<file path="config.mk">
export PLATFORM = sky130hd
export DESIGN_NAME = shift_add_multiplier_flat
export DESIGN_NICKNAME = d
export VERILOG_FILES = /design/src/rtl/shift_add_multiplier_if.sv /design/src/rtl/shift_add_multiplier.sv /design/src/flat_wrapper.sv
export SDC_FILE = /design/constraint.sdc
export NUM_CORES = 1
export LEC_CHECK = 0
export ABC_AREA = 1
export CORE_ASPECT_RATIO = 1.75
export CORE_MARGIN = 5
export CORE_UTILIZATION = 47
export CTS_CLUSTER_SIZE = 20
export DETAILED_ROUTE_END_ITERATION = 12
export PLACE_DENSITY = 0.74
export SYNTH_ARGS = -nofsm -noshare
export SYNTH_HDL_FRONTEND = slang
export SYNTH_SLANG_ARGS = --single-unit
</file>
<file path="constraint.sdc">
create_clock -name clock -period 2.1 [get_ports clock]
set_clock_uncertainty 0.1 [all_clocks]
set_input_delay 0.21 -clock clock [delete_from_list [all_inputs] [get_ports clock]]
set_output_delay 0.21 -clock clock [all_outputs]
set_load 0.005 [all_outputs]
</file>
<file path="src/rtl/shift_add_multiplier_if.sv">
// Start/busy/done handshake and operand/product bus of the sequential
// shift-and-add multiplier. The requester drives "master", the multiplier implements "slave".
interface shift_add_multiplier_if #(
    parameter int dp_width = 5
);
    logic                      start;
    logic [dp_width-1:0]       multiplicand;
    logic [dp_width-1:0]       multiplier;
    logic                      busy;
    logic                      done;
    logic [2*dp_width-1:0]     product;

    modport master (
        output start,
        output multiplicand,
        output multiplier,
        input  busy,
        input  done,
        input  product
    );

    modport slave (
        input  start,
        input  multiplicand,
        input  multiplier,
        output busy,
        output done,
        output product
    );
endinterface

</file>
<file path="src/rtl/shift_add_multiplier.sv">
// Sequential shift-and-add multiplier: one conditional-add and one shift cycle per
// multiplier bit. Define SHIFT_ADD_MULT_SIGNED_EN for two's-complement operands (sign-magnitude).
module shift_add_multiplier #(
    parameter int dp_width = 5
) (
    input  logic                   clock,
    input  logic                   reset,
    shift_add_multiplier_if.slave  bus
);
    localparam int P_W = $clog2(dp_width + 1);
    localparam logic [P_W-1:0] P_LOAD = P_W'(dp_width);
    localparam logic [P_W-1:0] P_ONE  = P_W'(1);

    typedef enum logic [1:0] {
        IDLE  = 2'd0,
        ADD   = 2'd1,
        SHIFT = 2'd2
    } state_e;

`ifdef SHIFT_ADD_MULT_SIGNED_EN
    // Magnitude of a two's-complement operand; the most negative value maps onto 2^(dp_width-1).
    function automatic logic [dp_width-1:0] magnitude(input logic [dp_width-1:0] v);
        logic [dp_width-1:0] m;
        if (v[dp_width-1]) begin
            m = ~v + {{(dp_width-1){1'b0}}, 1'b1};
        end else begin
            m = v;
        end
        return m;
    endfunction

    function automatic logic [2*dp_width-1:0] negate(input logic [2*dp_width-1:0] v);
        return ~v + {{(2*dp_width-1){1'b0}}, 1'b1};
    endfunction
`endif

    state_e                state_q, state_d;
    logic [dp_width-1:0]   a_q, a_d;
    logic [dp_width-1:0]   b_q, b_d;
    logic [dp_width-1:0]   q_q, q_d;
    logic                  c_q, c_d;
    logic [P_W-1:0]        p_q, p_d;
    logic                  busy_q, busy_d;
    logic                  done_q, done_d;
    logic [2*dp_width-1:0] product_q, product_d;
`ifdef SHIFT_ADD_MULT_SIGNED_EN
    logic                  neg_q, neg_d;
`endif

    logic [dp_width:0]     sum_s;
    logic [2*dp_width:0]   shifted_s;
    logic [2*dp_width-1:0] result_s;

    // Datapath arithmetic: full-width add and the {C,A,Q} right shift with 0 entering C.
    always_comb begin
        sum_s     = {1'b0, a_q} + {1'b0, b_q};
        shifted_s = {1'b0, c_q, a_q, q_q[dp_width-1:1]};
`ifdef SHIFT_ADD_MULT_SIGNED_EN
        if (neg_q) begin
            result_s = negate(shifted_s[2*dp_width-1:0]);
        end else begin
            result_s = shifted_s[2*dp_width-1:0];
        end
`else
        result_s = shifted_s[2*dp_width-1:0];
`endif
    end

    // Controller and register next-state: IDLE accepts, ADD conditionally adds, SHIFT shifts and counts.
    always_comb begin
        state_d   = state_q;
        a_d       = a_q;
        b_d       = b_q;
        q_d       = q_q;
        c_d       = c_q;
        p_d       = p_q;
        done_d    = 1'b0;
        product_d = product_q;
`ifdef SHIFT_ADD_MULT_SIGNED_EN
        neg_d     = neg_q;
`endif
        case (state_q)
            IDLE: begin
                if (bus.start) begin
`ifdef SHIFT_ADD_MULT_SIGNED_EN
                    b_d   = magnitude(bus.multiplicand);
                    q_d   = magnitude(bus.multiplier);
                    neg_d = bus.multiplicand[dp_width-1] ^ bus.multiplier[dp_width-1];
`else
                    b_d   = bus.multiplicand;
                    q_d   = bus.multiplier;
`endif
                    a_d     = {dp_width{1'b0}};
                    c_d     = 1'b0;
                    p_d     = P_LOAD;
                    state_d = ADD;
                end else begin
                    state_d = IDLE;
                end
            end
            ADD: begin
                if (q_q[0]) begin
                    {c_d, a_d} = sum_s;
                end else begin
                    c_d = c_q;
                    a_d = a_q;
                end
                state_d = SHIFT;
            end
            SHIFT: begin
                {c_d, a_d, q_d} = shifted_s;
                p_d             = p_q - P_ONE;
                if (p_q == P_ONE) begin
                    product_d = result_s;
                    done_d    = 1'b1;
                    state_d   = IDLE;
                end else begin
                    state_d   = ADD;
                end
            end
            default: begin
                state_d = IDLE;
            end
        endcase
        busy_d = (state_d != IDLE);
    end

    // State and datapath registers with synchronous reset; reset also aborts an operation in flight.
    always_ff @(posedge clock) begin
        if (reset) begin
            state_q   <= IDLE;
            a_q       <= {dp_width{1'b0}};
            b_q       <= {dp_width{1'b0}};
            q_q       <= {dp_width{1'b0}};
            c_q       <= 1'b0;
            p_q       <= {P_W{1'b0}};
            busy_q    <= 1'b0;
            done_q    <= 1'b0;
            product_q <= {(2*dp_width){1'b0}};
`ifdef SHIFT_ADD_MULT_SIGNED_EN
            neg_q     <= 1'b0;
`endif
        end else begin
            state_q   <= state_d;
            a_q       <= a_d;
            b_q       <= b_d;
            q_q       <= q_d;
            c_q       <= c_d;
            p_q       <= p_d;
            busy_q    <= busy_d;
            done_q    <= done_d;
            product_q <= product_d;
`ifdef SHIFT_ADD_MULT_SIGNED_EN
            neg_q     <= neg_d;
`endif
        end
    end

    assign bus.busy    = busy_q;
    assign bus.done    = done_q;
    assign bus.product = product_q;
endmodule

</file>
<file path="src/flat_wrapper.sv">
// flat-port wrapper written by rule: the top's interface ports become plain ports
module shift_add_multiplier_flat 
#(
    parameter int dp_width = 5
)
  (clock, reset, bus_start, bus_multiplicand, bus_multiplier, bus_busy, bus_done, bus_product);
  shift_add_multiplier_if #(.dp_width(dp_width)) bus_i ();
  input  logic clock;
  input  logic reset;
  input wire logic [$bits(bus_i.start)-1:0] bus_start;
  input wire logic [$bits(bus_i.multiplicand)-1:0] bus_multiplicand;
  input wire logic [$bits(bus_i.multiplier)-1:0] bus_multiplier;
  output wire logic [$bits(bus_i.busy)-1:0] bus_busy;
  output wire logic [$bits(bus_i.done)-1:0] bus_done;
  output wire logic [$bits(bus_i.product)-1:0] bus_product;
  assign bus_i.start = bus_start;
  assign bus_i.multiplicand = bus_multiplicand;
  assign bus_i.multiplier = bus_multiplier;
  assign bus_busy = bus_i.busy;
  assign bus_done = bus_i.done;
  assign bus_product = bus_i.product;
  shift_add_multiplier #(.dp_width(dp_width)) u_core (.clock(clock), .reset(reset), .bus(bus_i));
endmodule
</file>
* After elaboration in Yosys (flattened, before gate mapping) *
Cells that the tools add are included.

word-level totals
  flip-flop bits (word level) = 33
  input bits = 13
  output and inout bits = 12
  logic and storage cells = 40

operators by class
  add/subtract/negate cells = 2
  equality and inequality tests = 5
  multiplexer cells = 14
  bitwise operators = 1
  reduce and logical (&&, ||, !) cells = 9

operator list
  operator             count
  $mux 5               3
  $pmux 5 s3           1
  $pmux 5 s2           1
  $add 5x5->6          1
  $pmux 2 s3           1
  $pmux 3 s2           1
  $reduce_and 2->1     3
  $mux 1               5
  $reduce_bool 2->1    2
  $eq 3x1->1 const B   1
  $mux 3               1
  $pmux 1 s3           1
  $reduce_and 3->1     1
  $reduce_bool 3->1    1
  $sub 3x1->3 const B  1
  $eq 2x1->1 const B   1
  $eq 2x2->1 const B   1
  $logic_not 2->1      1
  $ne 2x1->1 const B   1
  $ne 2x2->1 const B   1
  $reduce_or 2->1      1
  $not 1->1            1

* Depth between registers and ports, before layout *
Gate-level depths: netlist (run 1).

  word-level depth = 4
  depth in mapped cells = 9
  depth with buffers taken out = 9

* Worst setup path after synthesis (run 1) *
Ideal clock, no wire load.

  kind = flip-flop to flip-flop
  start point = reg u_core.b_q[0]
  end point = reg u_core.a_q[4]
  library setup time = 0.071 ns
  arrival time = 1.354 ns
  required time = 1.929 ns
  slack = 0.575 ns
  cell stages (with the launch flop) = 10
  path buffers = 0
  period minus slack after synthesis = 1.525 ns
  cell sequence = dfxtp_1 > ha_1 > fa_1 > nand2_1 > nand2_1 > nand3_1 > nand3_1 > nand2_1 > nand2_1 > a21oi_1

between the ends
  longest elaborated chain between the ends = 3

RTL lines
  what                      RTL line                     source
  start: declaration        shift_add_multiplier.sv:39   logic [dp_width-1:0] b_q, b_d;
  start signal: assignment  shift_add_multiplier.sv:133  b_q <= {dp_width{1'b0}};
  $add 5x5->6               shift_add_multiplier.sv:56   sum_s = {1'b0, a_q} + {1'b0, b_q};
  $mux 5                    shift_add_multiplier.sv:102  if (q_q[0]) begin
  $pmux 5 s3                shift_add_multiplier.sv:82   case (state_q)
  end signal: assignment    shift_add_multiplier.sv:132  a_q <= {dp_width{1'b0}};
  end: declaration          shift_add_multiplier.sv:38   logic [dp_width-1:0] a_q, a_d;

Every way passes these cells. The select of a mux whose other input is x is not followed.
A chain may end at the register's enable or synchronous reset.

* Worst setup path after layout (run 1) *
  start point = reg u_core.a_q[0]
  end point = reg u_core.a_q[4]

between the ends
  longest elaborated chain between the ends = 3

RTL lines
  what         RTL line
  $add 5x5->6  shift_add_multiplier.sv:56
  $mux 5       shift_add_multiplier.sv:102
  $pmux 5 s3   shift_add_multiplier.sv:82

Every way passes these cells. The select of a mux whose other input is x is not followed.

==> impl_metrics.tcl, run 1 <==
set metrics [dict create \
    antenna_cells 0 \
    nNetsFinal 266 \
    synth_area_per_cell_sq_um 7.45 \
    synth-seq-cells 33 \
    status "finished, final reports clean" \
    cts-resized-gates 0 \
    fmax_mhz 600 \
    drc_errors 0 \
    cp_data_required_time_ns 2.22 \
    h-tree-depth 2 \
    num_io_pins 25 \
    crit_top_cell "nand2_1" \
    drt_iter0_markers 19 \
    cp.arrival_ns 1.78 \
    syn_nets 237 \
    cts_tree "done" \
    cp_max_fo 4 \
    finish.utilization_pct 59.7 \
    route.detailed.wl_per_inst_microns 12.5 \
    ant_nets 0 \
    irDropWorstVdd_mv 0.814 \
    fin_crit_ns 1.67 \
    crit_path_top_delay_cell "fa_1" \
    ctsHoldBuffers 0 \
    power_density_mw_per_mm2 750 \
    rsz0062_at_grt "no" \
    post_cts_buffers 0 \
    first_global_vias 1353 \
    vias 1429 \
    dpl_cell_area_sq_mm 0.00187 \
    area_growth_pct 25.9 \
    layoutNonFillerInstCount 287 \
    numCtsBuffers 5 \
    finalWirelength_microns 3590 \
    core_area_sq_mm 0.00333 \
    timing.final.crit_share_pct 79.3 \
    seq_area_frac_synth_pct 41.8 \
    worstSetupPathType "reg -> reg" \
    numPortBuffers 24 \
    maxSlewHeadroom_pct 65.7 \
    clock_latency_ns 0.28 \
    syn-cell-area_sq_mm 0.00158 \
    yosys_warnings 0 \
    die-width_microns 53.8 \
    fin_ws_ns 0.435 \
    design_area_sq_mm 0.00199 \
    hp-class "reg -> reg" \
    track_usage_pct 17.4 \
    slew_viol_final 0 \
    num_rows 28 \
    antenna_found_initial 0 \
    cp_cell_sequence "ha_1 -> fa_1 -> nand2_1 -> nand2_1 -> nand3_1 -> nand3_1 -> nand2_1 -> nand2_1 -> a21oi_1" \
    grt_start_max_net_pins 19 \
    firstDrtPassIters 4 \
    clk_pin_slew_ns 0.07 \
    layout-drive-gt1-share_pct 8.68 \
    cap_violations 0 \
    dp.cells 279 \
    synth_cell_types 21 \
    slowest_delay_ns 0.41 \
    grt_overflow 0 \
    cts.sinks 33 \
    setup-tns-final_ns 0 \
    drt-vias-per-instance 4.98 \
    die_y_microns 86.7 \
    start_util_pct 47.4 \
    leakagePower_uw 0.000836 \
    worst_pin_slew_ns 0.514 \
    grt_pass1_wl_microns 5850 \
    hold_violations 0 \
    place.detailed.hpwl_microns 2760 \
    critPathCaptureType "flip-flop" \
    cts_root_buffer "clkbuf_8" \
    die_area_sq_mm 0.00466 \
    gp_congestion 0.948 \
    cp-start-kind "flip-flop" \
    fillerInstances 322 \
    syn_inst 212 \
    finalSetupViolCount 0 \
    clockBufferDepth 2 \
    pre_cts_ws_ns 0.448 \
]
## per-stage QoR
step	power (uW)	hold WS (ns)
floorplan	822	0.201
global placement	884	0.356
detailed placement	887	0.366
CTS	1500	0.374
global route	1560	0.395
finish	1490	0.369
## cell usage in the layout, fill, tap and decap left out
cell type,n
a21oi_1,16
a31oi_1,1
buf_4,3
bufinv_16,1
clkbuf_1,1
clkbuf_8,6
clkdlybuf4s50_1,24
dfxtp_1,33
fa_1,1
ha_1,11
inv_1,25
inv_2,5
nand2_1,40
nand2_2,2
nand3_1,18
nor2_1,17
nor2_2,2
nor2_4,1
nor3b_1,1
o21ai_0,21
o21ai_1,9
o21ai_4,1
o22ai_1,2
xor2_1,1
## final timing paths
check | end | startpoint | cells after the start | slack (ns)
worst min register to register | u_core.bus.product[8] | u_core.bus.product[8] | 2 | 0.37
worst min-delay path | u_core.bus.product[8] | u_core.bus.product[8] | 2 | 0.37
worst max-delay path | u_core.a_q[4] | u_core.a_q[0] | 9 | 0.43
worst max register to register | u_core.a_q[4] | u_core.a_q[0] | 9 | 0.43
## where the power goes
part	switching, uW	leakage, uW	internal, uW	total (uW)
sequential	18.7	0.000270	659	677
clock	231	0.0000585	387	618
combinational	117	0.000508	79.3	196
total	367	0.000836	1120	1490
## per-layer routing
layer,vias to the layer above,track usage [%],part of all wire (%)
met4,0,9.53,3.3
met1,654,16.8,38
met2,22,31.5,55
met5,-,0,0
li1,741,-,-
met3,12,4.48,3.0
## logic make-up after synthesis
family	Yosys count	synth area share, %
flip-flops	33	41.8
buffers and inverters	35	8.80
adder cells (fa/ha/maj)	12	9.98
AO/OA/AOI/OAI	50	16.8
AND/OR/NAND/NOR	81	22.0
XOR/XNOR	1	0.555
## registers in the layout (all words and copies together), names as in the netlist
| register | count |
|---|---|
| u_core.c_q | 1 |
| u_core.state_q | 2 |
| u_core.q_q | 5 |
| u_core.bus.done | 1 |
| u_core.p_q | 3 |
| u_core.a_q | 5 |
| u_core.bus.product | 10 |
| u_core.bus.busy | 1 |
| u_core.b_q | 5 |
## area by class of cell
| class | instances | area, sq um | area share [%] |
|---|---|---|---|
| Clock buffer | 7 | 86.3 | 4.34 |
| Sequential cell | 33 | 661 | 33.2 |
| Tap cell | 45 | 56.3 | 2.83 |
| Inverter | 30 | 113 | 5.66 |
| Timing Repair Buffer | 27 | 263 | 13.2 |
| Clock inverter | 1 | 30.0 | 1.51 |
| Multi-Input combinational cell | 144 | 779 | 39.2 |
## Yosys cell counts
cell	instances	share of area [%]
nand2_1	40	9.5
dfxtp_1	33	42
inv_1	25	5.9
o21ai_0	21	6.7
nand3_1	18	5.7
nor2_1	17	4.0
a21oi_1	16	5.1
ha_1	11	8.7
o21ai_1	9	2.9
inv_2	5	1.2
clkbuf_1	4	0.95
nand2_2	2	0.79
nor2_2	2	0.79
o22ai_1	2	0.79
a31oi_1	1	0.40
buf_6	1	0.71
fa_1	1	1.3
nor2_4	1	0.71
nor3b_1	1	0.48
o21ai_4	1	1.0
xor2_1	1	0.55
## critical path, delay by kind of cell, from the launching register on
family          cells  cell delay, ns
fa+ha+maj           2            0.65
compound gates      1            0.11
flops               1            0.34
simple gates        6            0.40
Power figures use the tool's default switching activity.
==> run 2: changes to the inputs <==
==> constraint.sdc (replaced) <==
create_clock -name clock -period 1.6 [get_ports clock]
set_clock_uncertainty 0.1 [all_clocks]
set_input_delay 0.16 -clock clock [delete_from_list [all_inputs] [get_ports clock]]
set_output_delay 0.16 -clock clock [all_outputs]
set_load 0.005 [all_outputs]
==> impl_metrics.tcl, run 2 (same netlist as run 1, synthesis figures left out) <==
set metrics [dict create \
    area_growth_pct 32.8 \
    core_area_sq_mm 0.00333 \
    cap_violations 0 \
    start_util_pct 47.4 \
    cp-start-kind "flip-flop" \
    layout-drive-gt1-share_pct 15.6 \
    largest_register_ffs 10 \
    drt_iter0_markers 42 \
    vias 1480 \
    final_common_cell "nand2_1" \
    finish.utilization_pct 63.0 \
    finalSetupViolCount 0 \
    grt_overflow 0 \
    die_y_microns 86.7 \
    clockBufferDepth 2 \
    slowest_delay_ns 0.52 \
    numPortBuffers 24 \
    hp-class "in -> reg" \
    numCtsBuffers 5 \
    final_cell_mix "nand2_1 (39), dfxtp_1 (30), inv_1 (25), clkdlybuf4s50_1 (24), o21ai_0 (19)" \
    route.detailed.wl_per_inst_microns 12.2 \
    worst_pin_slew_ns 0.611 \
    power_density_mw_per_mm2 948 \
    cts.sinks 33 \
    clk_pin_slew_ns 0.07 \
    die_area_sq_mm 0.00466 \
    rsz0062_at_grt "yes" \
    h-tree-depth 2 \
    drc_errors 0 \
    drt-vias-per-instance 5.02 \
    timing.final.crit_share_pct 95.7 \
    worstSetupPathType "reg -> reg" \
    status "finished, final reports clean" \
    num_rows 28 \
    irDropWorstVdd_mv 1.07 \
    fin_crit_ns 1.53 \
    cp_data_required_time_ns 1.73 \
    hold_violations 0 \
    ant_nets 0 \
    place.detailed.hpwl_microns 2800 \
    cp_cell_sequence "ha_4 -> fa_2 -> nand2_1 -> o21ai_1 -> nand2_1 -> a21oi_2" \
    gp_congestion 0.895 \
    dp.cells 286 \
    slew_viol_final 0 \
    cts_tree "done" \
    crit_top_cell "nand2_1" \
    layoutNonFillerInstCount 295 \
    nNetsFinal 274 \
    cp.arrival_ns 1.66 \
    num_io_pins 25 \
    finalWirelength_microns 3610 \
    cts_root_buffer "clkbuf_8" \
    cp_max_fo 3 \
    track_usage_pct 17.6 \
    maxSlewHeadroom_pct 59.2 \
    firstDrtPassIters 4 \
    fmax_mhz 653 \
    crit_path_top_delay_cell "fa_2" \
    grt_start_max_net_pins 23 \
    antenna_cells 0 \
    clock_latency_ns 0.29 \
    leakagePower_uw 0.000875 \
    antenna_found_initial 0 \
    grt_pass1_wl_microns 5890 \
    die-width_microns 53.8 \
    critPathCaptureType "flip-flop" \
    first_global_vias 1367 \
]
[run 2: changes by cell type in the layout (fill, tap and decap cells not counted), sizes merged]
| cell | delta |
|---|---|
| buf | +8 |
[run 2: per-layer routing]
layer	GRT usage [%]	vias to the layer above	part of all wire, %
li1	-	765	-
met1	16.6	664	37
met2	30.4	40	55
met3	4.99	11	4.3
met4	13.3	0	4.2
met5	0	-	0
[run 2: where the power goes]
| group | switching, uW | total [uW] | internal, uW |
|---|---|---|---|
| combinational | 156 | 281 | 125 |
| clock | 307 | 815 | 508 |
| sequential | 27.1 | 893 | 866 |
| total | 490 | 1990 | 1500 |
[run 2: metrics by stage]
| step | area (sq um) | hold slack (ns) | TNS [ns] | power (uW) | setup WS (ns) |
|---|---|---|---|---|---|
| global placement | 1940 | 0.356 | 0 | 1180 | 0.0268 |
| floorplan | 1580 | 0.151 | 0 | 1080 | 0.0751 |
| detailed placement | 1940 | 0.367 | -0.00866 | 1180 | -0.00836 |
| finish | 2100 | 0.351 | 0 | 1990 | 0.0685 |
| CTS | 2060 | 0.342 | 0 | 2000 | 0.0251 |
| global route | 2100 | 0.394 | -0.0391 | 2080 | -0.0265 |
[run 2: repair_timing]
action,CTS,global route
setup buffers,0,1
hold buffers,0,0
setup endpoints to repair,2,12
pin swaps,0,1
gates resized for setup,1,13
[run 2: worst paths after layout]
check	startpoint	end	slack, ns	cells past startpoint
max	u_core.a_q[0]	u_core.a_q[1]	0.07	6
min	bus_multiplier[0]	u_core.q_q[0]	0.35	3
max reg2reg	u_core.a_q[0]	u_core.a_q[1]	0.07	6
min reg2reg	u_core.q_q[1]	u_core.q_q[1]	0.37	2
[run 2: cell type report]
class | instances | area [sq um]
Tap cell | 45 | 56.3
Clock buffer | 7 | 86.3
Inverter | 30 | 115
Clock inverter | 1 | 30.0
Timing Repair Buffer | 35 | 335
Fill cell | 309 | 1230
Sequential cell | 33 | 664
Multi-Input combinational cell | 144 | 810
[run 2: critical path: cells and delay by family (launching register included)]
kind | cells | cell delay, ns
adders and majority gates | 2 | 0.68
DFF | 1 | 0.34
AOI/OAI and AO/OA | 2 | 0.20
and+or+nand+nor | 2 | 0.14
==> run 3: changes to the inputs <==
==> constraint.sdc (replaced) <==
create_clock -name clock -period 1.7 [get_ports clock]
set_clock_uncertainty 0.1 [all_clocks]
set_input_delay 0.17 -clock clock [delete_from_list [all_inputs] [get_ports clock]]
set_output_delay 0.17 -clock clock [all_outputs]
set_load 0.005 [all_outputs]
==> impl_metrics.tcl, run 3 (same netlist as run 1, synthesis figures left out) <==
set metrics [dict create \
    status "finished, final reports clean" \
    grt_start_max_net_pins 23 \
    crit_path_top_delay_cell "fa_2" \
    final_common_cell "nand2_1" \
    clockBufferDepth 2 \
    setup-tns-final_ns 0 \
    core_area_sq_mm 0.00333 \
    p_sw_uw 424 \
    grt_overflow 0 \
    reg2reg_slack_ns 0.12 \
    drt_iter0_markers 19 \
    grt_util_met1_pct 17.1 \
    worstSetupPathType "reg -> reg" \
    grtUsageMet2_pct 28.4 \
    grt_use_met3_pct 4.30 \
    cp-start-kind "flip-flop" \
    vias 1413 \
    irDropWorstVdd_mv 0.575 \
    crit_end "u_core.a_q[4]" \
    finalSetupViolCount 0 \
    busiest_layer "met2" \
    die_area_sq_mm 0.00466 \
    cts.sinks 33 \
    numCtsBuffers 5 \
    cts_tree "done" \
    finish.utilization_pct 59.9 \
    num_io_pins 25 \
    reg2reg_to "u_core.a_q[4]" \
    fin_crit_ns 1.58 \
    post-layout-total-power_uw 1630 \
    pwr-share-clk_pct 33.6 \
    area_growth_pct 26.3 \
    die_y_microns 86.7 \
    cp.depth 9 \
    power_density_mw_per_mm2 820 \
    r2r-start "u_core.a_q[0]" \
    hold_violations 0 \
    p_int_uw 1210 \
    cp_max_fo 4 \
    slew_viol_final 0 \
    die-width_microns 53.8 \
    worst_pin_slew_ns 0.589 \
    gp_congestion 0.840 \
    hp-class "in -> reg" \
    cap_violations 0 \
    place.detailed.hpwl_microns 2680 \
    critPathLaunch "u_core.a_q[0]" \
    crit_top_cell "nand2_1" \
    h-tree-depth 2 \
    num_rows 28 \
    crit_buf_inv 0 \
    p_comb_share_pct 15.2 \
    antenna_cells 0 \
    firstDrtPassIters 4 \
    ant_nets 0 \
    critPathCaptureType "flip-flop" \
    leakagePower_uw 0.000833 \
    slowest_delay_ns 0.35 \
    swShare_pct 26.0 \
    cts_root_buffer "clkbuf_8" \
    p_seq_share_pct 51.2 \
    cp_cell_sequence "ha_2 -> fa_2 -> nand2_1 -> nand2_1 -> nand3_1 -> nand3_1 -> nand2_1 -> nand2_1 -> a21oi_1" \
    maxSlewHeadroom_pct 60.7 \
    nNetsFinal 269 \
    first_global_vias 1336 \
    largest_register_ffs 10 \
    grt_pass1_wl_microns 5690 \
    drc_errors 0 \
    clk_pin_slew_ns 0.06 \
    critPathTopFamily "adder cells" \
    worst_r2r_path_depth 9 \
    track_usage_pct 17.0 \
    fmax_mhz 634 \
    cp_data_required_time_ns 1.81 \
    timing.final.crit_share_pct 92.7 \
    start_util_pct 47.4 \
    final_cell_mix "nand2_1 (40), dfxtp_1 (33), inv_1 (25), clkdlybuf4s50_1 (24), o21ai_0 (21)" \
    route.detailed.wl_per_inst_microns 11.8 \
    cp.arrival_ns 1.69 \
    numPortBuffers 24 \
    clock_latency_ns 0.28 \
    antenna_found_initial 0 \
    layout-drive-gt1-share_pct 10.2 \
    drt-vias-per-instance 4.87 \
    finalWirelength_microns 3410 \
    hold_ws_ns 0.365 \
    rsz0062_at_grt "no" \
]
run 3: cell type report:
type | count | area, sq um
fill | 316 | 1330
inverter | 30 | 113
multi-input combinational | 144 | 787
timing repair buffer | 30 | 298
clock buffer | 8 | 80.1
sequential | 33 | 661
tap | 45 | 56.3
run 3: worst min-delay path by stage:
stage | startpoint | depth (start not counted) | slack, ns | to
floorplan | reset | 1 | 0.16 | u_core.bus.done
global placement | u_core.bus.product[8] | 2 | 0.36 | u_core.bus.product[8]
detailed placement | u_core.q_q[1] | 2 | 0.36 | u_core.q_q[1]
CTS | bus_multiplier[0] | 3 | 0.35 | u_core.q_q[0]
global route | u_core.q_q[2] | 2 | 0.40 | u_core.q_q[2]
finish | bus_multiplier[0] | 3 | 0.37 | u_core.q_q[0]
run 3: per-stage QoR:
stage,area [sq um],setup WS [ns],std cells
2_1_floorplan,1580,0.175,212
3_3_place_gp,1910,0.0439,282
3_5_place_dp,1910,0.0388,282
4_1_cts,1990,0.0318,290
5_1_grt,1990,0.00683,290
6_report,1990,0.123,290
run 3: timing repair:
action / 4_1_cts / 5_1_grt
endpoints found under the setup margin: 0 / 4
gates resized for setup: 0 / 3
hold buffers: 0 / 0
buffers inserted: 0 / 0
hold endpoints to repair: 0 / 0
run 3: power groups by stage:
stage	clock network (uW)	logic, uW	registers, uW
floorplan	0	167	848
detailed placement	0	247	854
finish	549	248	837
global route	605	280	841
CTS	572	249	837
global placement	0	244	853
run 3: worst min-delay path: stages:
cell and delay, ns:
clkdlybuf4s50_1 0.39, nand2_1 0.06, a31oi_1 0.07
run 3: metal layers:
layer / vias up / routed length (microns)
met5: - / 0
met2: 24 / 1870
li1: 753 / -
met1: 626 / 1320
met4: 0 / 127
met3: 10 / 89
